## config.mk

```make
export PLATFORM = sky130hd
export DESIGN_NAME = secventiator_cursa_flat
export DESIGN_NICKNAME = d
export VERILOG_FILES = /design/src/rtl/secventiator_cursa_if.sv /design/src/rtl/secventiator_cursa.sv /design/src/flat_wrapper.sv
export SDC_FILE = /design/constraint.sdc
export NUM_CORES = 1
export LEC_CHECK = 0
export BUFFER_PORTS_ARGS = -buffer_cell sky130_fd_sc_hd__buf_4
export CELL_PAD_IN_SITES_DETAIL_PLACEMENT = 1
export CELL_PAD_IN_SITES_GLOBAL_PLACEMENT = 1
export CORE_ASPECT_RATIO = 0.5
export CORE_MARGIN = 2
export CORE_UTILIZATION = 41
export CTS_BUF_LIST = sky130_fd_sc_hd__clkbuf_2 sky130_fd_sc_hd__clkbuf_4 sky130_fd_sc_hd__clkbuf_8
export CTS_CLUSTER_DIAMETER = 40
export DETAILED_ROUTE_END_ITERATION = 6
export GPL_TIMING_DRIVEN = 0
export PLACE_DENSITY_LB_ADDON = 0.1
export RECOVER_POWER = 100
export SETUP_SLACK_MARGIN = 0.15
export SYNTH_ARGS = -nofsm -noshare
export SYNTH_HDL_FRONTEND = slang
export SYNTH_SLANG_ARGS = --single-unit
```

## constraint.sdc

```tcl
create_clock -name clk -period 3.38 [get_ports clk]
set_clock_uncertainty 0.1 [all_clocks]
set_input_delay 0.169 -clock clk [delete_from_list [all_inputs] [get_ports clk]]
set_output_delay 0.169 -clock clk [all_outputs]
set_load 0.05 [all_outputs]
```

## src/rtl/secventiator_cursa_if.sv

```systemverilog
// Signal bundle between the race sequencer, the motion logic, the sensors
// and the motor drivers.
interface secventiator_cursa_if;
  logic        senzor_1;
  logic        senzor_5;
  logic [1:0]  circuit;
  logic        start;
  logic [1:0]  directie_in_A;
  logic [1:0]  directie_in_B;
  logic [11:0] factor_dc_in_A;
  logic [11:0] factor_dc_in_B;
  logic [1:0]  directie_driverA;
  logic [1:0]  directie_driverB;
  logic [11:0] factor_dc_driverA;
  logic [11:0] factor_dc_driverB;
  logic [7:0]  count_ture;
  logic [1:0]  stare;
  logic        cursa_gata;
  logic        stop;

  // Sequencer side.
  modport slave (
    input  senzor_1, senzor_5, circuit, start,
           directie_in_A, directie_in_B, factor_dc_in_A, factor_dc_in_B,
    output directie_driverA, directie_driverB, factor_dc_driverA, factor_dc_driverB,
           count_ture, stare, cursa_gata, stop
  );

  // Environment side (sensors, mode selection, motion logic, drivers).
  modport master (
    output senzor_1, senzor_5, circuit, start,
           directie_in_A, directie_in_B, factor_dc_in_A, factor_dc_in_B,
    input  directie_driverA, directie_driverB, factor_dc_driverA, factor_dc_driverB,
           count_ture, stare, cursa_gata, stop
  );
endinterface

```

## src/rtl/secventiator_cursa.sv

```systemverilog
// Race sequencer: debounces the finish line (both outer sensors on black),
// counts laps once per crossing, holds run/stop state and gates the motion
// logic's direction and PWM compare values onto the motor drivers.
module secventiator_cursa #(
  parameter int unsigned DEB_CYCLES   = 1000,
  parameter int unsigned BLANK_CYCLES = 5000,
  parameter int unsigned TURE_C2      = 10
) (
  input  logic                 clk,
  input  logic                 rst_n,
  secventiator_cursa_if.slave  bus
);

  localparam int unsigned DEB_W   = (DEB_CYCLES > 1)   ? $clog2(DEB_CYCLES)   : 1;
  localparam int unsigned BLANK_W = (BLANK_CYCLES > 1) ? $clog2(BLANK_CYCLES) : 1;
  localparam logic [DEB_W-1:0]   DEB_LAST   = DEB_W'(DEB_CYCLES - 1);
  localparam logic [BLANK_W-1:0] BLANK_LAST = BLANK_W'(BLANK_CYCLES - 1);

  typedef enum logic [1:0] {
    IDLE  = 2'b00,
    RUN   = 2'b01,
    LINIE = 2'b10,
    GATA  = 2'b11
  } state_t;

  state_t             state, state_nxt;
  logic [7:0]         ture, ture_nxt, ture_inc;
  logic [DEB_W-1:0]   deb_cnt, deb_nxt;
  logic [BLANK_W-1:0] blank_cnt, blank_nxt;
  logic               pair_hi, pair_lo, target_hit, motors_nxt;

  assign pair_hi  = bus.senzor_1 & bus.senzor_5;
  assign pair_lo  = ~bus.senzor_1 & ~bus.senzor_5;
  assign ture_inc = (ture == 8'hFF) ? 8'hFF : ture + 8'd1;

  // Lap target check on the post-increment count, using the mode seen on the crossing cycle.
  always_comb begin
    target_hit = 1'b0;
    case (bus.circuit)
      2'b01:   target_hit = 1'b1;
      2'b10:   target_hit = (32'(ture_inc) >= TURE_C2);
      default: target_hit = 1'b0;
    endcase
  end

  // Next-state and counter logic; circuit==00 overrides everything else.
  always_comb begin
    state_nxt = state;
    ture_nxt  = ture;
    deb_nxt   = deb_cnt;
    blank_nxt = blank_cnt;
    if (bus.circuit == 2'b00) begin
      state_nxt = IDLE;
      ture_nxt  = '0;
      deb_nxt   = '0;
      blank_nxt = '0;
    end else begin
      case (state)
        IDLE, GATA: begin
          if (bus.start) begin
            state_nxt = RUN;
            ture_nxt  = '0;
            deb_nxt   = '0;
            blank_nxt = '0;
          end
        end
        RUN: begin
          blank_nxt = '0;
          if (!pair_hi) begin
            deb_nxt = '0;
          end else if (deb_cnt == DEB_LAST) begin
            ture_nxt  = ture_inc;
            deb_nxt   = '0;
            state_nxt = target_hit ? GATA : LINIE;
          end else begin
            deb_nxt = deb_cnt + 1'b1;
          end
        end
        LINIE: begin
          if (!pair_lo) begin
            blank_nxt = '0;
          end else if (blank_cnt == BLANK_LAST) begin
            state_nxt = RUN;
            deb_nxt   = '0;
            blank_nxt = '0;
          end else begin
            blank_nxt = blank_cnt + 1'b1;
          end
        end
        default: state_nxt = IDLE;
      endcase
    end
    motors_nxt = (state_nxt == RUN) || (state_nxt == LINIE);
  end

  // State, counters and outputs are registered together; gating follows the
  // next state so that reaching the target kills the drivers on the same edge.
  always_ff @(posedge clk) begin
    if (!rst_n) begin
      state                 <= IDLE;
      ture                  <= '0;
      deb_cnt               <= '0;
      blank_cnt             <= '0;
      bus.directie_driverA  <= '0;
      bus.directie_driverB  <= '0;
      bus.factor_dc_driverA <= '0;
      bus.factor_dc_driverB <= '0;
      bus.cursa_gata        <= 1'b0;
      bus.stop              <= 1'b1;
    end else begin
      state                 <= state_nxt;
      ture                  <= ture_nxt;
      deb_cnt               <= deb_nxt;
      blank_cnt             <= blank_nxt;
      bus.directie_driverA  <= motors_nxt ? bus.directie_in_A  : '0;
      bus.directie_driverB  <= motors_nxt ? bus.directie_in_B  : '0;
      bus.factor_dc_driverA <= motors_nxt ? bus.factor_dc_in_A : '0;
      bus.factor_dc_driverB <= motors_nxt ? bus.factor_dc_in_B : '0;
      bus.cursa_gata        <= (state_nxt == GATA);
      bus.stop              <= ~motors_nxt;
    end
  end

  assign bus.stare      = state;
  assign bus.count_ture = ture;

endmodule
```

## src/flat_wrapper.sv

```systemverilog
// flat-port wrapper written by rule: the top's interface ports become plain ports
module secventiator_cursa_flat 
#(
  parameter int unsigned DEB_CYCLES   = 1000,
  parameter int unsigned BLANK_CYCLES = 5000,
  parameter int unsigned TURE_C2      = 10
)
  (clk, rst_n, bus_senzor_1, bus_senzor_5, bus_circuit, bus_start, bus_directie_in_A, bus_directie_in_B, bus_factor_dc_in_A, bus_factor_dc_in_B, bus_directie_driverA, bus_directie_driverB, bus_factor_dc_driverA, bus_factor_dc_driverB, bus_count_ture, bus_stare, bus_cursa_gata, bus_stop);
  secventiator_cursa_if bus_i ();
  input  logic clk;
  input  logic rst_n;
  input wire logic [$bits(bus_i.senzor_1)-1:0] bus_senzor_1;
  input wire logic [$bits(bus_i.senzor_5)-1:0] bus_senzor_5;
  input wire logic [$bits(bus_i.circuit)-1:0] bus_circuit;
  input wire logic [$bits(bus_i.start)-1:0] bus_start;
  input wire logic [$bits(bus_i.directie_in_A)-1:0] bus_directie_in_A;
  input wire logic [$bits(bus_i.directie_in_B)-1:0] bus_directie_in_B;
  input wire logic [$bits(bus_i.factor_dc_in_A)-1:0] bus_factor_dc_in_A;
  input wire logic [$bits(bus_i.factor_dc_in_B)-1:0] bus_factor_dc_in_B;
  output wire logic [$bits(bus_i.directie_driverA)-1:0] bus_directie_driverA;
  output wire logic [$bits(bus_i.directie_driverB)-1:0] bus_directie_driverB;
  output wire logic [$bits(bus_i.factor_dc_driverA)-1:0] bus_factor_dc_driverA;
  output wire logic [$bits(bus_i.factor_dc_driverB)-1:0] bus_factor_dc_driverB;
  output wire logic [$bits(bus_i.count_ture)-1:0] bus_count_ture;
  output wire logic [$bits(bus_i.stare)-1:0] bus_stare;
  output wire logic [$bits(bus_i.cursa_gata)-1:0] bus_cursa_gata;
  output wire logic [$bits(bus_i.stop)-1:0] bus_stop;
  assign bus_i.senzor_1 = bus_senzor_1;
  assign bus_i.senzor_5 = bus_senzor_5;
  assign bus_i.circuit = bus_circuit;
  assign bus_i.start = bus_start;
  assign bus_i.directie_in_A = bus_directie_in_A;
  assign bus_i.directie_in_B = bus_directie_in_B;
  assign bus_i.factor_dc_in_A = bus_factor_dc_in_A;
  assign bus_i.factor_dc_in_B = bus_factor_dc_in_B;
  assign bus_directie_driverA = bus_i.directie_driverA;
  assign bus_directie_driverB = bus_i.directie_driverB;
  assign bus_factor_dc_driverA = bus_i.factor_dc_driverA;
  assign bus_factor_dc_driverB = bus_i.factor_dc_driverB;
  assign bus_count_ture = bus_i.count_ture;
  assign bus_stare = bus_i.stare;
  assign bus_cursa_gata = bus_i.cursa_gata;
  assign bus_stop = bus_i.stop;
  secventiator_cursa #(.DEB_CYCLES(DEB_CYCLES), .BLANK_CYCLES(BLANK_CYCLES), .TURE_C2(TURE_C2)) u_core (.clk(clk), .rst_n(rst_n), .bus(bus_i));
endmodule
```

==> impl_metrics.toml, run 1 <==
[synth]
synth_top_family_by_area = "simple AND/OR/NAND/NOR gates"
ys_ff_latch = 63
syn-num-nets = 345
yosysUniqueCellTypes = 46
synth_area_um2 = 2820
syn_inst = 301
synthSimpleGateAreaFrac = 0.290
syn_avg_cell_area_um2 = 9.35
yosys_most_used_dff = "dfxtp_1"
synthAdderAreaFrac = 0.0400
yosysWarnings = 0
seq_area_frac_synth = 0.448
synth_edf_count = 0
synth-xor-area-share = 0.0716
ys_async_sr_fraction = 0
synth-compound-area-share = 0.114
synth_mux_area_frac = 0

[routing]
viasPerCell = 5.26
vias = 2685
drc = 0
ant_nets = 0
wl_per_cell_um = 18.1
routed_wl_um = 9230
drt_iter0_drc = 126
drt_pre_antenna_iters = 4

[timing]
rsz0062_at_grt = "false"
setup_tns_ns = 0
period_share = 0.927
fmax_mhz = 319
worst_slew_pin_slew_ns = 1.31
maxSlewViolCount = 0
holdWs_ns = 0.191
period_needed_ns = 3.13
setup_ws_ns = 0.247
hold_viol = 0
setup_violations = 0
slew_headroom = 0.120

[floorplan]
die_h_um = 62.6
die_area_um2 = 7590
fp.dieW_um = 121
initial_core_util = 0.422
io_pins = 75
core_area_um2 = 6670
row_count = 21

[grt]
grtUsageMet1 = 0.304
antenna_found_initial = 0
grt_max_degree = 18
grt_pass1_wl_um = 15300
track_usage = 0.261
grt_pass1_vias = 2911
gr-total-overflow = 0
busiest_layer = "met2"
met3_usage = 0.122
grt_util_met2 = 0.434

[power]
leakage_nw = 1.50
powerDensity_nw_per_um2 = 480
fin_total_pwr_mw = 1.82
vdd_ir_drop_max_uv = 273

[critical_path]
cp.required_ns = 3.53
critPathArrivalTime_ns = 3.28
rrSetupSlack_ns = 0.25
startpoint_type = "register"
crit_type = "register to register"
critPathCaptureType = "register"
cp_max_fo = 10

[place]
gp_congestion = 0.806
place_inst = 467
dp_slack_ns = 0.0589
port_buffers = 74
hpwlAfterDp_um = 5430
place_area_um2 = 3490

[cts]
cts_tree = "yes"
clk_latency_ns = 0.36
clkTransAtPathRegs_ns = 0.08
htree_levels = 3
clockBufferDepth = 2
cts_sinks = 63
post_cts_buffers = 0
cts_buffers = 9
clk_root_buffer_cell = "clkbuf_8"

[finish]
final_cell_area_um2 = 3790
fin_cells = 510
post-route-util = 0.568
nets = 457
num_antenna_cells = 0
drive_above_1_share = 0.158
syn_to_final_growth_pct = 34.8

[flow_run]
cap_violations = 0

[status]
status = "completed"

[worst_hold_path]
hold_class = "input pin to register"
layout make-up:
| class | count | area (um^2) |
|---|---|---|
| Tap cell | 92 | 115 |
| Sequential cell | 63 | 1260 |
| Buffer | 14 | 71.3 |
| Fill cell | 784 | 2880 |
| Clock buffer | 12 | 165 |
| Timing Repair Buffer | 102 | 686 |
| Clock inverter | 4 | 52.6 |
| Multi-Input combinational cell | 216 | 1410 |
| Inverter | 7 | 26.3 |
critical path, stage by stage, from the launching register on:
cell      delay (ns)
dfxtp_2         0.43
ha_1            0.32
and3_1          0.20
clkbuf_1        0.22
nor3_1          0.07
o32ai_1         0.41
nand4b_1        0.20
o211ai_1        0.17
ha_1            0.30
clkbuf_2        0.19
clkbuf_2        0.22
and3_1          0.20
synthesized netlist by cell type (3+ instances only):
cell      count  area share
o211ai_1      3      0.0080
a31oi_1       4      0.0089
a21oi_1       9       0.016
nor3_1        7       0.012
clkbuf_1      9       0.012
xor2_1        9       0.028
inv_1         7      0.0093
nand4_1       9       0.020
nand3_1       9       0.016
and3_1       33       0.073
and2_1        5       0.011
a211oi_1      6       0.016
and4_1        3      0.0093
nor4_4        3       0.023
and4bb_2      3       0.013
nor2_1       31       0.041
o21ai_0       8       0.014
dfxtp_1      63        0.45
ha_1          9       0.040
a41oi_1       3      0.0093
xnor2_1      14       0.044
nand2_1      21       0.028
nand2b_1      7       0.016
final timing paths:
check	start	end	depth (start not counted)
worst min-delay path	bus_senzor_5	u_core.bus.stare[0]	4
worst max register to register	u_core.bus.count_ture[1]	u_core.bus.factor_dc_driverA[8]	11
worst min register to register	u_core.blank_cnt[1]	u_core.blank_cnt[1]	2
worst max-delay path	u_core.bus.count_ture[1]	u_core.bus.factor_dc_driverA[8]	11
registers in the layout (all words and copies together) (netlist names), 2 cells and up:
signal / flops
u_core.bus.factor_dc_driverB: 12
u_core.bus.count_ture: 8
u_core.bus.factor_dc_driverA: 12
u_core.deb_cnt: 10
u_core.bus.directie_driverA: 2
u_core.blank_cnt: 13
u_core.bus.stare: 2
u_core.bus.directie_driverB: 2
placed cells by master, fill, tap and decap left out, types with 10 or more instances in the layout:
cell type	count
xnor2_1	14
dfxtp_1	61
and3_1	33
dlygate4sd3_1	28
clkbuf_1	48
nor2_1	31
a21oi_1	10
buf_4	34
nand2_1	21
clkbuf_8	12
cells by family after synthesis:
group	after synthesis
adders and majority gates	9
DFF	63
AOI/OAI and AO/OA	43
xor gates and xnor gates	23
and+or+nand+nor	141
buffers and inverters	22
layer usage:
metal  wire [um]  part of all wire
met5           0                 0
met4         186             0.020
met3         621             0.067
met2        4410              0.48
met1        4020              0.44
report_power, final:
| part | switching [mW] | total [mW] | internal (mW) |
|---|---|---|---|
| registers | 0.0135 | 0.783 | 0.770 |
| clock network | 0.327 | 0.728 | 0.401 |
| logic | 0.209 | 0.309 | 0.100 |
| total | 0.549 | 1.82 | 1.27 |
timing repair:
| action | 4_1_cts | 5_1_grt |
|---|---|---|
| hold endpoints to repair | 28 | 0 |
| resized for setup | 0 | 7 |
| hold buffers | 28 | 0 |
| endpoints found under the setup margin | 10 | 10 |
No activity file was read; power rests on OpenSTA's default activity.
==> run 2, diff against run 1 <==
Settings changed: BUFFER_PORTS_ARGS -buffer_cell sky130_fd_sc_hd__buf_4 to -buffer_cell sky130_fd_sc_hd__buf_2, CAP_MARGIN set to 20, CORE_UTILIZATION 41 to 35.
==> run 2 against run 1 <==
  * Critical path depth is the same
  * Clock-buffer cell count fell by 3
  * Wire length shrank 15%
  * Combinational power shrank 7.8%
  * Via count fell by 3.5%
  * Die area up 16%
  * Critical endpoint is now u_core.bus.factor_dc_driverA[6]
  * Largest cell class unchanged
==> impl_metrics.toml, run 2 (synthesized netlist as in run 1, its figures left out) <==
[status]
status = "completed"

[cts]
clockBufferDepth = 2
clk_latency_ns = 0.35
cts_tree = "yes"
cts_buffers = 9
clkTransAtPathRegs_ns = 0.08
clk_root_buffer_cell = "clkbuf_8"
cts_sinks = 63
htree_levels = 3

[timing]
setup_tns_ns = 0
worst_slew_pin_slew_ns = 1.27
maxSlewViolCount = 0
rsz0062_at_grt = "false"
period_needed_ns = 3.03
fmax_mhz = 330
slew_headroom = 0.149
hold_viol = 0
setup_ws_ns = 0.351
period_share = 0.896
setup_violations = 0

[floorplan]
io_pins = 75
initial_core_util = 0.356
row_count = 23
fp.dieW_um = 131
die_h_um = 67.4
die_area_um2 = 8820
core_area_um2 = 7910

[routing]
drc = 0
drt_iter0_drc = 145
routed_wl_um = 7810
viasPerCell = 4.89
ant_nets = 0
drt_pre_antenna_iters = 4
wl_per_cell_um = 14.7
vias = 2592

[finish]
num_antenna_cells = 0
final_common_cell = "dfxtp_1"
nets = 457
largestRegisters = "u_core.blank_cnt (13), u_core.bus.factor_dc_driverA (12), u_core.bus.factor_dc_driverB (12)"
largest_reg_flops = 13
drive_above_1_share = 0.151
final_cell_area_um2 = 3690
syn_to_final_growth_pct = 31.2
most-common-layout-cells = "dfxtp_1 (63), clkbuf_1 (49), buf_2 (35)"
largest_register = "u_core.blank_cnt"
nFillCells = 962

[power]
powerDensity_nw_per_um2 = 452
leakage_nw = 1.45
vdd_ir_drop_max_uv = 264
fin_total_pwr_mw = 1.67

[place]
dp_slack_ns = 0.0573
gp_congestion = 0.785
port_buffers = 74
place_area_um2 = 3330
hpwlAfterDp_um = 5410

[grt]
antenna_found_initial = 0
grt_pass1_wl_um = 13000
grt_pass1_vias = 2699
gr-total-overflow = 0
grt_util_met2 = 0.323
busiest_layer = "met2"
grt_max_degree = 18
track_usage = 0.193
grtUsageMet1 = 0.234
met3_usage = 0.0769

[critical_path]
critPathArrivalTime_ns = 3.17
crit_type = "register to register"
crit_chain = "ha_1 > and3_1 > clkbuf_1 > nor3_1 > o32ai_1 > nand4b_1 > o211ai_1 > ha_1 > clkbuf_1 > clkbuf_2 > and3_1"
slowest_stage = "dfxtp_1"
rrSetupSlack_ns = 0.35
cp.required_ns = 3.52
crit_path_max_incr_delay_ns = 0.48
cp_max_fo = 10
critPathCaptureType = "register"
startpoint_type = "register"

[worst_hold_path]
hold_class = "input pin to register"

[flow_run]
cap_violations = 0
==> run 2: changes by cell type in the layout (fill, tap and decap cells not counted), sizes merged <==
cell      change
clkinv        +4
clkbuf        -3
clkinvlp      -2
inv           +2
bufinv        -1
==> run 2: worst max-delay path, delay by kind of cell (launching register included) <==
family	cells	cell delay (ns)
buffers and inverters	3	0.66
adder cells (fa/ha/maj)	2	0.61
AND/OR/NAND/NOR	4	0.58
flip-flops	1	0.48
AO/OA/AOI/OAI	2	0.48
==> run 2: final cells by class <==
cell class	instances	area [um^2]	share of cell area
Timing Repair Buffer	102	601	0.163
Buffer	14	70.1	0.0190
Tap cell	112	140	0.0380
Multi-Input combinational cell	216	1410	0.383
Inverter	7	26.3	0.00712
Clock inverter	7	56.3	0.0152
Sequential cell	63	1260	0.342
Clock buffer	9	124	0.0335
==> run 2: what timing repair did <==
item	CTS	global route
hold buffers	28	0
endpoints found under the hold margin	28	0
gates resized for setup	0	4
buffers inserted	0	0
endpoints found under the setup margin	10	10
==> run 2: worst paths after layout <==
check	start	end	cells past startpoint
worst max-delay path	u_core.bus.count_ture[1]	u_core.bus.factor_dc_driverA[6]	11
worst max register to register	u_core.bus.count_ture[1]	u_core.bus.factor_dc_driverA[6]	11
worst min register to register	u_core.blank_cnt[1]	u_core.blank_cnt[1]	2
worst min-delay path	rst_n	u_core.bus.stop	3
==> run 2: through the flow <==
stage / utilization / hold WS, ns / std cells
6_report: 0.467 / 0.183 / 530
3_5_place_dp: 0.420 / 0.312 / 487
2_1_floorplan: - / 0.228 / 301
3_3_place_gp: 0.420 / 0.308 / 487
5_1_grt: 0.467 / 0.210 / 530
4_1_cts: 0.478 / 0.171 / 530
==> run 2: routing by layer <==
layer	up-vias	wire (um)
met5	-	0
met3	10	425
met2	52	3620
met4	0	88
met1	1236	3670
li1	1294	-
==> run 2: where the power goes <==
group          switching, mW  internal [mW]
combinational          0.197         0.0883
clock                  0.329          0.273
sequential            0.0115          0.770
total                  0.537           1.13
==> run 3, diff against run 2 <==
Settings changed: CTS_BUF_LIST sky130_fd_sc_hd__clkbuf_2 sky130_fd_sc_hd__clkbuf_4 sky130_fd_sc_hd__clkbuf_8 to sky130_fd_sc_hd__clkbuf_16.
==> run 3 against run 2 <==
  * Total power increased by 16%
  * Maximum frequency decreased by 0.58%
  * Worst hold slack improved by 0.018 ns
  * Critical path depth unchanged
  * First-iteration DRC count decreased by 7.6%
  * Cell count unchanged
  * Clock power increased by 44%
  * Core utilization increased by 1.3 points
  * Combinational power about the same
  * Highest routed layer unchanged
==> impl_metrics.toml, run 3 (synthesized netlist as in run 1, its figures left out) <==
[status]
status = "completed"

[timing]
maxSlewViolCount = 0
setup_violations = 0
period_share = 0.901
setup_ws_ns = 0.334
period_needed_ns = 3.05
slew_headroom = 0.148
rsz0062_at_grt = "false"
worst_slew_pin_slew_ns = 1.27
setup_tns_ns = 0
fmax_mhz = 328
hold_viol = 0

[routing]
viasPerCell = 4.89
drt_iter0_drc = 134
maxUsedRoutingLayer = "met4"
wl_per_cell_um = 14.8
vias = 2591
routed_wl_um = 7830
m1WireLength_um = 3650
drc = 0
met2_length_um = 3670
ant_nets = 0
route.met3.wl_um = 422
drt_pre_antenna_iters = 4

[critical_path]
critPathArrivalTime_ns = 3.16
cp_max_fo = 10
reg2reg_to = "u_core.bus.factor_dc_driverA[6]"
critPathCaptureType = "register"
critPathLaunch = "u_core.bus.count_ture[1]"
rrSetupSlack_ns = 0.33
crit_type = "register to register"
startpoint_type = "register"
worst_r2r_path_depth = 11
reg2reg_from = "u_core.bus.count_ture[1]"
crit_path_end = "u_core.bus.factor_dc_driverA[6]"
cp.required_ns = 3.50

[place]
gp_congestion = 0.785
hpwlAfterDp_um = 5410
place_area_um2 = 3330
dp_slack_ns = 0.0573
port_buffers = 74

[finish]
largest_reg_flops = 13
final_cell_area_um2 = 3790
post-route-util = 0.480
largest_register = "u_core.blank_cnt"
num_antenna_cells = 0
largestRegisters = "u_core.blank_cnt (13), u_core.bus.factor_dc_driverA (12), u_core.bus.factor_dc_driverB (12)"
syn_to_final_growth_pct = 34.8
drive_above_1_share = 0.153
nets = 457
most-common-layout-cells = "dfxtp_1 (63), clkbuf_1 (48), buf_2 (35)"
final_common_cell = "dfxtp_1"

[power]
vdd_ir_drop_max_uv = 241
powerDensity_nw_per_um2 = 509
leakage_nw = 1.50
fin_total_pwr_mw = 1.93

[grt]
grt_pass1_wl_um = 13000
gr-total-overflow = 0
antenna_found_initial = 0
grt_pass1_vias = 2722
grt_max_degree = 18
track_usage = 0.193

[cts]
post_cts_buffers = 0
clockBufferDepth = 2
clk_latency_ns = 0.33
cts_buffers = 9
clkTransAtPathRegs_ns = 0.06
clk_root_buffer_cell = "clkbuf_16"
htree_levels = 3
cts_sinks = 63
cts_tree = "yes"

[worst_hold_path]
hold_class = "input pin to register"

[floorplan]
core_area_um2 = 7910
io_pins = 75
die_h_um = 67.4
initial_core_util = 0.356
row_count = 23
die_area_um2 = 8820
fp.dieW_um = 131

[flow_run]
cap_violations = 0
[run 3: cell counts in the layout (fill, tap and decap cells not counted)]
Identical to the previous run, type by type.
[run 3: how the worst min path moves through the flow]
| stage | cells past startpoint | to | startpoint |
|---|---|---|---|
| after floorplan | 1 | u_core.bus.directie_driverA[0] | bus_directie_in_A[0] |
| after global placement | 2 | u_core.bus.factor_dc_driverB[6] | bus_factor_dc_in_B[6] |
| after detailed placement | 2 | u_core.bus.factor_dc_driverB[11] | bus_factor_dc_in_B[11] |
| after CTS | 4 | u_core.bus.stare[0] | bus_senzor_5 |
| after global routing | 4 | u_core.bus.stare[0] | bus_senzor_5 |
| final | 4 | u_core.bus.stare[0] | bus_senzor_5 |
[run 3: stage by stage]
stage               hold slack [ns]  cells
floorplan                     0.228    301
global placement              0.308    487
detailed placement            0.312    487
CTS                           0.200    530
global route                  0.247    530
finish                        0.201    530
[run 3: layout make-up]
| class | count | area (um^2) |
|---|---|---|
| plain buffers | 14 | 71.3 |
| clock buffers | 9 | 225 |
| clock inverters | 7 | 56.3 |
| fillers | 944 | 4120 |
| inverters | 7 | 26.3 |
| multi-input cells | 216 | 1410 |
| flip-flops and latches | 63 | 1260 |
| well taps | 112 | 140 |
| repair buffers | 102 | 601 |
[run 3: worst max-delay path: stages (launching register included)]
cell and delay (ns):
dfxtp_1 0.47, ha_1 0.34, and3_1 0.18, clkbuf_1 0.24, nor3_1 0.09, o32ai_1 0.40, nand4b_1 0.15, o211ai_1 0.12
ha_1 0.28, clkbuf_2 0.18, clkbuf_2 0.21, and3_1 0.18
[run 3: timing repair]
| action | 4_1_cts | 5_1_grt |
|---|---|---|
| endpoints found under the hold margin | 28 | 0 |
| setup endpoints to repair | 10 | 10 |
| gates resized for setup | 0 | 4 |
| hold buffers | 28 | 0 |
[run 3: power by group]
part | internal (mW) | switching, mW
Sequential | 0.771 | 0.0114
Clock | 0.503 | 0.361
Combinational | 0.0889 | 0.196
[run 3: metal layers]
layer	GRT usage	vias to the layer above
met5	0	-
met4	0.0585	0
met1	0.236	1218
li1	-	1300
met3	0.0721	11
met2	0.322	62
